**config.mk**
```make
export PLATFORM = sky130hd
export DESIGN_NAME = vga_timing
export DESIGN_NICKNAME = d
export VERILOG_FILES = /design/src/rtl/vga_timing.sv
export SDC_FILE = /design/constraint.sdc
export NUM_CORES = 1
export LEC_CHECK = 0
export ABC_AREA = 1
export ABC_CLOCK_PERIOD_IN_PS = 2500
export BUFFER_PORTS_ARGS = -buffer_cell sky130_fd_sc_hd__buf_2
export CORE_MARGIN = 4
export CORE_UTILIZATION = 60
export DETAILED_ROUTE_END_ITERATION = 10
export PLACE_DENSITY = 0.84
export SYNTH_ARGS = -nofsm -noshare
export SYNTH_HDL_FRONTEND = slang
export SYNTH_SLANG_ARGS = --single-unit
```
**constraint.sdc**
```tcl
create_clock -name Timingclk -period 2.5 [get_ports Timingclk]
set_input_delay 0.375 -clock Timingclk [delete_from_list [all_inputs] [get_ports Timingclk]]
set_output_delay 0.375 -clock Timingclk [all_outputs]
set_load 0.05 [all_outputs]
```
**src/rtl/vga_timing.sv**
```systemverilog
// Pixel-clock raster generator: x/y scan counters, registered sync/blanking
// decode, and a frame-aligned debounced push-button level.
module vga_timing #(
  parameter int H_ACTIVE        = 640,
  parameter int H_FP            = 16,
  parameter int H_SYNC          = 96,
  parameter int H_BP            = 48,
  parameter int V_ACTIVE        = 480,
  parameter int V_FP            = 10,
  parameter int V_SYNC          = 2,
  parameter int V_BP            = 33,
  parameter int DEBOUNCE_FRAMES = 3
) (
  input  logic       Timingclk,
  input  logic       Timingreset_n,
  input  logic       button_raw,
  output logic [9:0] x,
  output logic [9:0] y,
  output logic       hsync,
  output logic       vsync,
  output logic       video_on,
  output logic       frame_start,
  output logic       buttonup
);

  localparam logic [9:0] H_LAST   = 10'(H_ACTIVE + H_FP + H_SYNC + H_BP - 1);
  localparam logic [9:0] V_LAST   = 10'(V_ACTIVE + V_FP + V_SYNC + V_BP - 1);
  localparam logic [9:0] H_ACT    = 10'(H_ACTIVE);
  localparam logic [9:0] V_ACT    = 10'(V_ACTIVE);
  localparam logic [9:0] HS_FIRST = 10'(H_ACTIVE + H_FP);
  localparam logic [9:0] HS_LAST  = 10'(H_ACTIVE + H_FP + H_SYNC - 1);
  localparam logic [9:0] VS_FIRST = 10'(V_ACTIVE + V_FP);
  localparam logic [9:0] VS_LAST  = 10'(V_ACTIVE + V_FP + V_SYNC - 1);
  localparam logic [3:0] DEB_N    = 4'(DEBOUNCE_FRAMES);

  logic [9:0] x_q, x_d;
  logic [9:0] y_q, y_d;
  logic       hsync_q, hsync_d;
  logic       vsync_q, vsync_d;
  logic       video_on_q, video_on_d;
  logic       frame_start_q, frame_start_d;
  logic       buttonup_q, buttonup_d;
  logic [3:0] dcnt_q, dcnt_d;
  logic [1:0] sync_q;
  logic       btn_s;
  logic       x_wrap, y_wrap;

  assign btn_s = sync_q[1];

  always_comb begin
    x_wrap = (x_q == H_LAST);
    y_wrap = (y_q == V_LAST);
    x_d    = x_wrap ? 10'd0 : x_q + 10'd1;
    y_d    = y_q;
    if (x_wrap) begin
      y_d = y_wrap ? 10'd0 : y_q + 10'd1;
    end

    // Outputs decode the next counter values so they land with the x/y they describe.
    frame_start_d = x_wrap && y_wrap;
    hsync_d       = !((x_d >= HS_FIRST) && (x_d <= HS_LAST));
    vsync_d       = !((y_d >= VS_FIRST) && (y_d <= VS_LAST));
    video_on_d    = (x_d < H_ACT) && (y_d < V_ACT);

    // Debounce advances on the edge entering (0,0), so buttonup changes on a frame_start cycle.
    buttonup_d = buttonup_q;
    dcnt_d     = dcnt_q;
    if (frame_start_d) begin
      if (btn_s != buttonup_q) begin
        if (dcnt_q + 4'd1 == DEB_N) begin
          buttonup_d = ~buttonup_q;
          dcnt_d     = 4'd0;
        end else begin
          dcnt_d = dcnt_q + 4'd1;
        end
      end else begin
        dcnt_d = 4'd0;
      end
    end
  end

  always_ff @(posedge Timingclk or negedge Timingreset_n) begin
    if (!Timingreset_n) begin
      x_q           <= 10'd0;
      y_q           <= 10'd0;
      hsync_q       <= 1'b1;
      vsync_q       <= 1'b1;
      video_on_q    <= 1'b1;
      frame_start_q <= 1'b0;
      buttonup_q    <= 1'b0;
      dcnt_q        <= 4'd0;
      sync_q        <= 2'b00;
    end else begin
      x_q           <= x_d;
      y_q           <= y_d;
      hsync_q       <= hsync_d;
      vsync_q       <= vsync_d;
      video_on_q    <= video_on_d;
      frame_start_q <= frame_start_d;
      buttonup_q    <= buttonup_d;
      dcnt_q        <= dcnt_d;
      sync_q        <= {sync_q[0], button_raw};
    end
  end

  assign x           = x_q;
  assign y           = y_q;
  assign hsync       = hsync_q;
  assign vsync       = vsync_q;
  assign video_on    = video_on_q;
  assign frame_start = frame_start_q;
  assign buttonup    = buttonup_q;

endmodule

```
======== Word-level counts from Yosys, hierarchy flattened ========
Index checks and enable logic that the tools add are counted.
cells by class
  bitwise logic cells ..................... 1
  $add $sub $neg .......................... 3
  muxes and demuxes ....................... 5
  reductions and logical operators ........ 7
  magnitude comparators ................... 6
  eq/ne operators ......................... 4
operators by type and width
  cell                                                         number
  2-to-1 mux 10 bit                                            3
  adder 10 x 1 -> 10 bit, second input constant                2
  == test 10 bit, second input constant                        2
  >= comparator 10 bit, second input constant                  1
  >= comparator 10 x 9 -> 1 bit, second input constant         1
  <= comparator 10 bit, second input constant                  1
  <= comparator 10 x 9 -> 1 bit, second input constant         1
  less-than comparator 10 bit, second input constant           1
  less-than comparator 10 x 9 -> 1 bit, second input constant  1
  2-to-1 mux 4 bit                                             2
  adder 4 x 1 -> 4 bit, second input constant                  1
  == test 4 x 2 -> 1 bit, second input constant                1
  logical AND 1 bit                                            4
  AND reduction 3 bit                                          1
  logical NOT 1 bit                                            2
  != test 1 bit                                                1
  inverter 1 bit                                               1
storage, ports and cells
  bits of input ports ..................... 3
  logic and storage cells ................. 35
  output and inout port bits .............. 25
  bits in registers ....................... 31

======== Longest topological paths before layout ========
Gate-level depths: netlist of the first run.
  word-level depth ........................ 6
  depth in mapped cells ................... 13
  mapped depth without buffers ............ 13

======== Worst setup path before layout of the first run ========
No wires, ideal clock.
  path type ............................... register to register
  start point ............................. reg x_q[1] (netlist: x[1])
  end point ............................... reg vsync_q (netlist: vsync)
  period minus slack after synthesis ...... 1997 ps
  path slack .............................. 503 ps
  data required time ...................... 2417 ps
  cell stages (with the launch flop) ...... 12
  data arrival time ....................... 1914 ps
  cells stage by stage .................... dfrtp_1 ha_1 nand2_2 nor2_4 inv_2 nor2_8 buf_8 nand3_2 nand2_1 nand2_1 nor2_1 nand3_1
on the way
  longest elaborated chain between the ends .. 5
RTL lines
  what                                                                            line  source
  start, declared                                                                 36    logic [9:0] x_q, x_d;
  start signal, assigned                                                          84    x_q <= 10'd0;
  start signal, assigned                                                          94    x_q <= x_d;
  == test 10 bit (*)                                                              51    x_wrap = (x_q == H_LAST);
  2-to-1 mux 10 bit (*)                                                           55    if (x_wrap) begin
  >= comparator 10 x 9 -> 1 bit or <= comparator 10 x 9 -> 1 bit (tied branches)  62    vsync_d = !((y_d >= VS_FIRST) && (y_d <= VS_LAST));
  logical AND 1 bit (*)                                                           62
  logical NOT 1 bit (*)                                                           62
  net vsync_d                                                                     39    logic vsync_q, vsync_d;
  end signal, assigned                                                            97    vsync_q <= vsync_d;
  end, declared                                                                   39
Mark *: on every way through the listed nets, which the timed path passes. The rest lies on a longest branch.
A chain may end at the register's enable or synchronous reset.

======== Final worst setup path of the first run ========
  start point ............................. reg x_q[0] (netlist: x[0])
  end point ............................... reg dcnt_q[0]
on the way
  longest elaborated chain between the ends .. 2
RTL lines
  what                  line  source
  == test 10 bit        51
  logical AND 1 bit     60    frame_start_d = x_wrap && y_wrap;
  net frame_start_d     41    logic frame_start_q, frame_start_d;
  end signal, assigned  101   dcnt_q <= dcnt_d;
  end, declared         43    logic [3:0] dcnt_q, dcnt_d;
The timed path passes the listed nets, and every way through them passes these cells.

==> results.cfg, run 1 <==
[final_layout]
layout_common_cells = nand2_1, inv_1, nor2_1
area_delta_synth_final_pct = 13.5
utilization_pct = 72.1
nets = 279
antenna_cells = 0
mostFrequentLayoutCell = nand2_1
layout-drive-gt1-share_pct = 18.8

[clock_tree]
cts_tree = built
clockRootBuffer = clkbuf_4
numCtsBuffers = 5
clock_path_buffers = 2
cts_resized = 0
cts_setup_buffers = 0
clk_latency_ns = 0.33
cts_max_level = 2
clk_pin_slew_worst_paths_ns = 0.10
holdBufCountCts = 0
cts.sinks = 31

[route]
ant_nets = 0
via_count = 1546
drt_first_pass_iters = 4
drtIter0Drc = 80
drc = 0
viasPerCell = 5.12
wl_per_cell_um = 11.7
drt_wl_total_mm = 3.55

[timing]
setup_viol = 0
rsz0062_at_grt = no
fin_crit_ns = 1.82
fmax_mhz = 550
slew_viol_final = 0
slew_headroom_pct = 56.0
hold_viol_final = 0
final.setup.tns_ns = 0
finClkSkew_ns = 0.00472
tightest_slew_ns = 0.660
post-route-period-util_pct = 72.7

[worst_setup_path]
worstSetupStartpointType = register
end_kind = register
crit_fanout = 15
worstPathRequired_ns = 2.77
crit_type = reg2reg
arrival_ns = 2.08

[grt]
antenna_found_initial = 0
grt_overflow = 0
track_usage_pct = 19.4
grt_pass1_wl_mm = 5.98
grt_max_degree = 32
first_global_vias = 1363

[die]
fp.dieW_um = 62.5
initial_utilization_pct = 63.5
core_region_area_um2 = 2810
die_h_um = 62.5
rows = 19
dieArea_um2 = 3910
io_pins = 28

[pwr]
ir_worst_vdd_uv = 464
p_leak_nw = 1.14
p_per_area_nw_per_um2 = 460

[yosys]
synth_seq_cells = 31
synth.distinct_cells = 27
yosysSeqAreaShare_pct = 43.8
syn_inst = 238
avgSynthCellArea_um2 = 7.49
synth_area_um2 = 1780
synth_fp_nets = 247
yosys_warnings = 0

[hold_path]
hold_path_class = in2async

[status]
status = finished clean

[place]
port_buffers = 27
gp_congestion = 0.852
dp.final_hpwl_mm = 2.58

[run]
drv_cap = 0
-- path summary, 6_finish.rpt --
path / end / depth (start not counted) / slack [ns] / startpoint
min in group Timingclk: sync_q[0] / 1 / 0.14 / button_raw
worst max register to register: dcnt_q[0] / 9 / 0.68 / x[0]
worst min register to register: sync_q[1] / 0 / 0.37 / sync_q[0]
max in group asynchronous: dcnt_q[2] / 1 / 2.01 / Timingreset_n
worst min-delay path: y[3] / 1 / 0.05 / Timingreset_n
worst max-delay path: dcnt_q[0] / 9 / 0.68 / x[0]
-- synthesized netlist by cell type, drive strengths merged --
cell type	number	area (µm²)
dfstp	3	78.8
nand2	68	263
clkinv	1	3.75
nand3	22	120
buf	2	20.0
o21ai	7	35.0
xor2	6	52.6
a21oi	4	23.8
nor2	38	174
nor3	2	10.0
or2	1	6.26
ha	6	75.1
inv	39	146
nand2b	1	6.26
nand3b	3	22.5
dfrtp	28	701
and2	1	6.26
nand4	6	37.5
-- layer usage --
metal | global-route usage [%] | up-vias | part of all wire (%)
met3 | 5.58 | 6 | 5.7
met5 | 0 | - | 0
met1 | 24.0 | 706 | 46
met2 | 31.8 | 36 | 47
met4 | 7.44 | 0 | 1.7
li1 | - | 798 | -
-- cells by family (layout without fill, tap and decap cells) --
family	count (synthesis)	after routing	share of synthesized area, %
xor gates and xnor gates	6	6	2.95
and+or+nand+nor	142	142	36.2
DFF	31	31	43.8
AOI/OAI and AO/OA	11	11	3.30
buffers and inverters	42	75	9.55
adders and majority gates	6	6	4.21
-- final cells by class --
| class | instances | area, µm² |
|---|---|---|
| clock buffer | 6 | 51.3 |
| clock inverter | 2 | 35.0 |
| fill | 235 | 783 |
| inverter | 40 | 150 |
| multi-input combinational | 165 | 832 |
| sequential | 31 | 779 |
| tap | 31 | 38.8 |
| timing repair buffer | 27 | 135 |
-- report_power, final --
part,total [mW],internal (mW),switching (mW)
clock network,0.415,0.236,0.179
logic,0.0113,0.00142,0.00985
registers,0.504,0.503,0.000757
-- sequential cells by signal, summed over array words and instances (netlist names) --
register,flops
y,10
x,10
dcnt_q,4
sync_q,2
video_on,1
frame_start,1
vsync,1
buttonup,1
hsync,1
-- metrics by stage --
stage          power, mW  worst slack [ns]  hold WS (ns)  instances  area (µm²)
2_1_floorplan      0.514             0.503        0.0794        238        1780
3_3_place_gp       0.526             0.774         0.333        294        1940
3_5_place_dp       0.526             0.692         0.353        294        1940
4_1_cts            0.948             0.674        0.0688        302        2020
5_1_grt            0.967             0.458         0.105        302        2020
6_report           0.930             0.682        0.0530        302        2020
-- critical path: stages, from the launching register on --
cell and delay, ns:
dfrtp_1 0.41, ha_1 0.21, nand2_2 0.09, nor2_4 0.16, inv_2 0.09, nor2_8 0.25, nand2_2 0.18, inv_1 0.13
nand3_1 0.10, o21ai_1 0.14
Note: power is estimated with default switching activity, not from simulation.
==> inputs of run 2 (changes only) <==
==> config.mk (replaced) <==
export PLATFORM = sky130hd
export DESIGN_NAME = vga_timing
export DESIGN_NICKNAME = d
export VERILOG_FILES = /design/src/rtl/vga_timing.sv
export SDC_FILE = /design/constraint.sdc
export NUM_CORES = 1
export LEC_CHECK = 0
export ABC_AREA = 0
export ABC_CLOCK_PERIOD_IN_PS = 1700
export BUFFER_PORTS_ARGS = -buffer_cell sky130_fd_sc_hd__buf_2
export CORE_MARGIN = 4
export CORE_UTILIZATION = 56
export DETAILED_ROUTE_END_ITERATION = 10
export PLACE_DENSITY = 0.79
export SYNTH_ARGS = -nofsm -noshare
export SYNTH_HDL_FRONTEND = slang
export SYNTH_SLANG_ARGS = --single-unit
==> constraint.sdc (replaced) <==
create_clock -name Timingclk -period 1.7 [get_ports Timingclk]
set_input_delay 0.255 -clock Timingclk [delete_from_list [all_inputs] [get_ports Timingclk]]
set_output_delay 0.255 -clock Timingclk [all_outputs]
set_load 0.05 [all_outputs]
==> run 2 against run 1 <==
Compared with the run above:
- the run now ends with negative setup slack left
- power is 49% higher
- cell count is 3.6% higher
- setup slack worse by 1.1 ns
- clock power is 50% higher
- flip-flop and latch count stayed put
==> results.cfg, run 2 <==
[yosys]
synth_top_area_cell = dfrtp_1
yosysSeqAreaShare_pct = 41.2
synth_seq_cells = 31
yosysMostFrequentCell = dfrtp_1
synth_area_um2 = 1890
avgSynthCellArea_um2 = 9.80
synth_area_leaders = dfrtp_1, nand2_1, dfstp_2, ha_1, xnor2_1
ys_top_cells_by_count = dfrtp_1, nand2_1, nor2_1, nand4_1, o21ai_0
synth.distinct_cells = 56
async_reset_ff_share_pct = 100
synth-edff-count = 0
ys.flop_type = dfrtp_1
synth_top_area_share_pct = 37.0
synth_fp_nets = 202
yosys_warnings = 0
syn_inst = 193

[status]
status = finished with violations
violations = negative setup slack

[timing]
fmax_mhz = 465
tightest_slew_ns = 0.690
slew_headroom_pct = 54.0
fin_crit_ns = 2.15
hold_viol_final = 0
post-route-period-util_pct = 126
setup_slack_ns = -0.450
finClkSkew_ns = 0.0104
setup_viol = 12
slew_viol_final = 0
rsz0062_at_grt = yes

[grt]
first_global_vias = 1774
grt_max_degree = 32
grt_pass1_wl_mm = 8.22
grt_overflow = 0
antenna_found_initial = 0
track_usage_pct = 25.0

[route]
drt_wl_total_mm = 6.22
viasPerCell = 6.42
ant_nets = 0
via_count = 2008
drt_first_pass_iters = 5
drc = 0
wl_per_cell_um = 19.9
drtIter0Drc = 218

[place]
dp.cells = 299
dpl_cell_area_um2 = 2410
dp.final_hpwl_mm = 3.41
gp_congestion = 0.897
port_buffers = 27

[final_layout]
stdcell_area_um2 = 2680
area_delta_synth_final_pct = 41.5
finalNonFillerCells = 313
antenna_cells = 0
layout_common_cells = buf_4, buf_2, nand2_1
nets = 277
layout-drive-gt1-share_pct = 53.2
mostFrequentLayoutCell = buf_4

[clock_tree]
clock_path_buffers = 2
clk_latency_ns = 0.35
cts_max_level = 2
numCtsBuffers = 5
cts.sinks = 31
cts_tree = built
clk_pin_slew_worst_paths_ns = 0.10
clockRootBuffer = clkbuf_4

[die]
rows = 20
dieArea_um2 = 4370
fp.dieW_um = 66.1
die_h_um = 66.1
core_region_area_um2 = 3150
initial_utilization_pct = 60.0
io_pins = 28

[pwr]
p_per_area_nw_per_um2 = 517
finalPower_mw = 1.38
p_leak_nw = 1.22
ir_worst_vdd_uv = 434

[worst_setup_path]
rr_worst_depth = 8
end_kind = register
worstPathRequired_ns = 1.96
crit_fanout = 4
worstSetupStartpointType = register
arrival_ns = 2.41
crit_type = reg2reg

[hold_path]
holdPathStages = 1
hold_path_class = in2reg

[run]
drv_cap = 0
## run 2: worst max-delay path, cell delays in order (launching register included)
cell	delay, ns
dfrtp_2	0.45
inv_2	0.10
ha_4	0.15
nor4bb_2	0.25
nand4b_1	0.16
buf_4	0.17
o21ai_1	0.16
mux2i_1	0.14
or4b_4	0.49
## run 2: logic make-up (layout without fill, tap and decap cells)
group	Yosys count	count (layout)	share of synthesized area, %
AOI/OAI and AO/OA	35	35	13.2
xor gates and xnor gates	14	14	6.48
adders and majority gates	6	6	3.97
buffers and inverters	20	95	6.94
DFF	31	31	41.2
muxes	3	3	1.65
and+or+nand+nor	84	85	26.6
## run 2: per-layer routing
layer	vias to the layer above	wire, µm	track usage [%]
met1	971	2350	28.7
met2	156	3110	44.7
met5	-	0	0
li1	852	-	-
met3	29	574	7.31
met4	0	188	7.11
## run 2: final cells by class
class / instances / area (µm²)
clock inverter: 2 / 35.0
timing repair buffer: 81 / 554
multi-input combinational: 143 / 1160
tap: 44 / 55.1
clock buffer: 6 / 51.3
inverter: 6 / 22.5
sequential: 31 / 802
fill: 173 / 477
## run 2: where the power goes
| group | internal (mW) | switching [mW] | total, mW |
|---|---|---|---|
| sequential | 0.739 | 0.00173 | 0.741 |
| combinational | 0.00456 | 0.0171 | 0.0217 |
| clock | 0.347 | 0.273 | 0.621 |
| total | 1.09 | 0.292 | 1.38 |
## run 2: what timing repair did
| action | CTS | global route |
|---|---|---|
| hold endpoints to repair | 28 | 0 |
| gates resized for setup | 10 | 25 |
| setup buffers | 2 | 3 |
| gates cloned | 1 | 0 |
| pin swaps | 6 | 15 |
| hold buffers | 1 | 0 |
| setup endpoints to repair | 12 | 16 |
## run 2: path summary, 6_finish.rpt
path                                     from         to  slack (ns)
worst min register to register      sync_q[0]  sync_q[1]        0.38
worst min-delay path               button_raw  sync_q[0]        0.02
worst max register to register           y[1]      vsync       -0.45
min in group asynchronous       Timingreset_n       x[8]        0.48
max in group asynchronous       Timingreset_n       y[5]        0.72
worst max-delay path                     y[1]      vsync       -0.45
## run 2: per-stage QoR
stage	hold WS, ns	worst slack [ns]	utilization, %	setup TNS (ns)
finish	0.0172	-0.450	84.9	-1.52
global route	0.000306	-0.490	84.9	-1.71
floorplan	-0.0406	-0.376	-	-1.02
CTS	0.0197	-0.251	81.0	-1.27
detailed placement	0.332	-0.276	76.3	-1.33
global placement	0.322	-0.219	76.3	-0.740
==> inputs of run 3 (changes only) <==
--- a/config.mk
+++ b/config.mk
@@ -6,12 +6,13 @@
 export NUM_CORES = 1
 export LEC_CHECK = 0
 export ABC_AREA = 0
-export ABC_CLOCK_PERIOD_IN_PS = 1700
+export ABC_CLOCK_PERIOD_IN_PS = 2350
 export BUFFER_PORTS_ARGS = -buffer_cell sky130_fd_sc_hd__buf_2
-export CORE_MARGIN = 4
+export CORE_MARGIN = 5
 export CORE_UTILIZATION = 56
 export DETAILED_ROUTE_END_ITERATION = 10
 export PLACE_DENSITY = 0.79
+export SETUP_SLACK_MARGIN = 0.15
 export SYNTH_ARGS = -nofsm -noshare
 export SYNTH_HDL_FRONTEND = slang
 export SYNTH_SLANG_ARGS = --single-unit
==> constraint.sdc (replaced) <==
create_clock -name Timingclk -period 2.35 [get_ports Timingclk]
set_input_delay 0.3525 -clock Timingclk [delete_from_list [all_inputs] [get_ports Timingclk]]
set_output_delay 0.3525 -clock Timingclk [all_outputs]
set_load 0.05 [all_outputs]
==> run 3 against run 2 <==
Compared with the run above:
- the flow now finishes without violations
- critical endpoint unchanged
- critical path type unchanged
- wire length is 37% lower
- die area is 6.1% higher
- utilization is 21 points lower
==> results.cfg, run 3 (synthesis results as in run 2) <==
[final_layout]
layout-drive-gt1-share_pct = 29.2
stdcell_area_um2 = 2130
finalNonFillerCells = 265
area_delta_synth_final_pct = 12.4
layout_common_cells = buf_2, nand2_1, dfrtp_1
mostFrequentLayoutCell = buf_2
antenna_cells = 0
nets = 227

[timing]
finClkSkew_ns = 0.0119
fmax_mhz = 479
hold_viol_final = 0
fin_hold_ws_ns = 0.0397
rsz0062_at_grt = no
final.setup.tns_ns = 0
fin_crit_ns = 2.09
setup_slack_ns = 0.264
slew_viol_final = 0
setup_viol = 0
slew_headroom_pct = 56.3
tightest_slew_ns = 0.656
post-route-period-util_pct = 88.8

[route]
drt_wl_total_mm = 3.93
viasPerCell = 5.80
wl_per_cell_um = 14.8
drc = 0
via_count = 1536
drtIter0Drc = 66
drt_first_pass_iters = 4
ant_nets = 0

[hold_path]
hold_path_class = in2async

[pwr]
p_per_area_nw_per_um2 = 410
ir_worst_vdd_uv = 324
p_leak_nw = 0.913

[die]
die_h_um = 68.1
io_pins = 28
initial_utilization_pct = 57.1
fp.dieW_um = 68.1
rows = 21
dieArea_um2 = 4640
core_region_area_um2 = 3310

[worst_setup_path]
cp_slowest_cell = or4b_1
crit_fanout = 8
crit_type = reg2reg
cpPeakStageDelay_ns = 0.50
worstPathRequired_ns = 2.60
arrival_ns = 2.34
path_cells = inv_1 > ha_1 > nor4bb_1 > nand4b_1 > o31a_1 > a2bb2oi_1 > or4b_1
end_kind = register
worstSetupStartpointType = register

[grt]
grt_max_degree = 32
track_usage_pct = 19.7
grt_pass1_wl_mm = 6.73
antenna_found_initial = 0
first_global_vias = 1433
grt_overflow = 0

[clock_tree]
cts.sinks = 31
clk_pin_slew_worst_paths_ns = 0.10
clk_latency_ns = 0.34
cts_max_level = 2
holdBufCountCts = 0
numCtsBuffers = 5
cts_tree = built
clockRootBuffer = clkbuf_4
clock_path_buffers = 2

[place]
port_buffers = 27
dpl_cell_area_um2 = 2020
dp.final_hpwl_mm = 2.79
dp.cells = 256
gp_congestion = 0.896
pre_cts_ws_ns = 0.213

[run]
drv_cap = 0

[status]
status = finished clean
[run 3: changes by cell type in the layout (fill, tap and decap cells not counted), moves of 3 or more]
cell,before,now
buf_4,50,5
dfrtp_1,10,21
dfrtp_2,18,7
nor2_1,9,13
buf_6,3,0
nor2_4,3,0
o21ai_0,8,11
[run 3: final cells by class]
type / count / area, µm²
multi-input cells: 142 / 1020
repair buffers: 32 / 173
well taps: 46 / 57.6
inverters: 6 / 22.5
clock buffers: 7 / 55.1
fillers: 309 / 1180
flip-flops and latches: 31 / 788
clock inverters: 1 / 5.00
[run 3: critical path, delay by kind of cell, from the launching register on]
| kind | cells | cell delay [ns] |
|---|---|---|
| compound gates | 2 | 0.42 |
| fa+ha+maj | 1 | 0.14 |
| buf+inv | 1 | 0.08 |
| flops | 1 | 0.47 |
| simple gates | 3 | 0.90 |
[run 3: timing repair]
action,CTS,global route
resized for setup,0,7
setup endpoints to repair,0,3
setup buffers,0,1
[run 3: path summary, 6_finish.rpt]
path,startpoint,endpoint,slack (ns),depth (start not counted)
max,y[0],vsync,0.26,7
min in group Timingclk,button_raw,sync_q[0],0.13,1
max in group asynchronous,Timingreset_n,x[4],1.84,1
min reg2reg,sync_q[0],sync_q[1],0.37,0
max reg2reg,y[0],vsync,0.26,7
min,Timingreset_n,dcnt_q[2],0.04,1
[run 3: routing by layer]
metal / GRT usage (%) / vias to the layer above / share of wire, % / routed length (µm)
li1: - / 755 / - / -
met2: 29.6 / 37 / 47 / 1850
met1: 26.8 / 738 / 46 / 1800
met3: 5.91 / 6 / 5.5 / 218
met4: 7.44 / 0 / 1.6 / 62
met5: 0 / - / 0 / 0
[run 3: stage by stage]
step / util [%] / total power, mW
3_3_place_gp: 61.0 / 0.561
2_1_floorplan: - / 0.548
4_1_cts: 62.8 / 0.885
3_5_place_dp: 61.0 / 0.561
5_1_grt: 64.2 / 0.923
6_report: 64.2 / 0.872
[run 3: report_power, final]
| group | internal, mW | switching (mW) | leakage [nW] | total (mW) |
|---|---|---|---|---|
| Combinational | 0.00221 | 0.0111 | 0.483 | 0.0133 |
| Sequential | 0.535 | 0.00130 | 0.395 | 0.536 |
| Clock | 0.145 | 0.178 | 0.0353 | 0.323 |
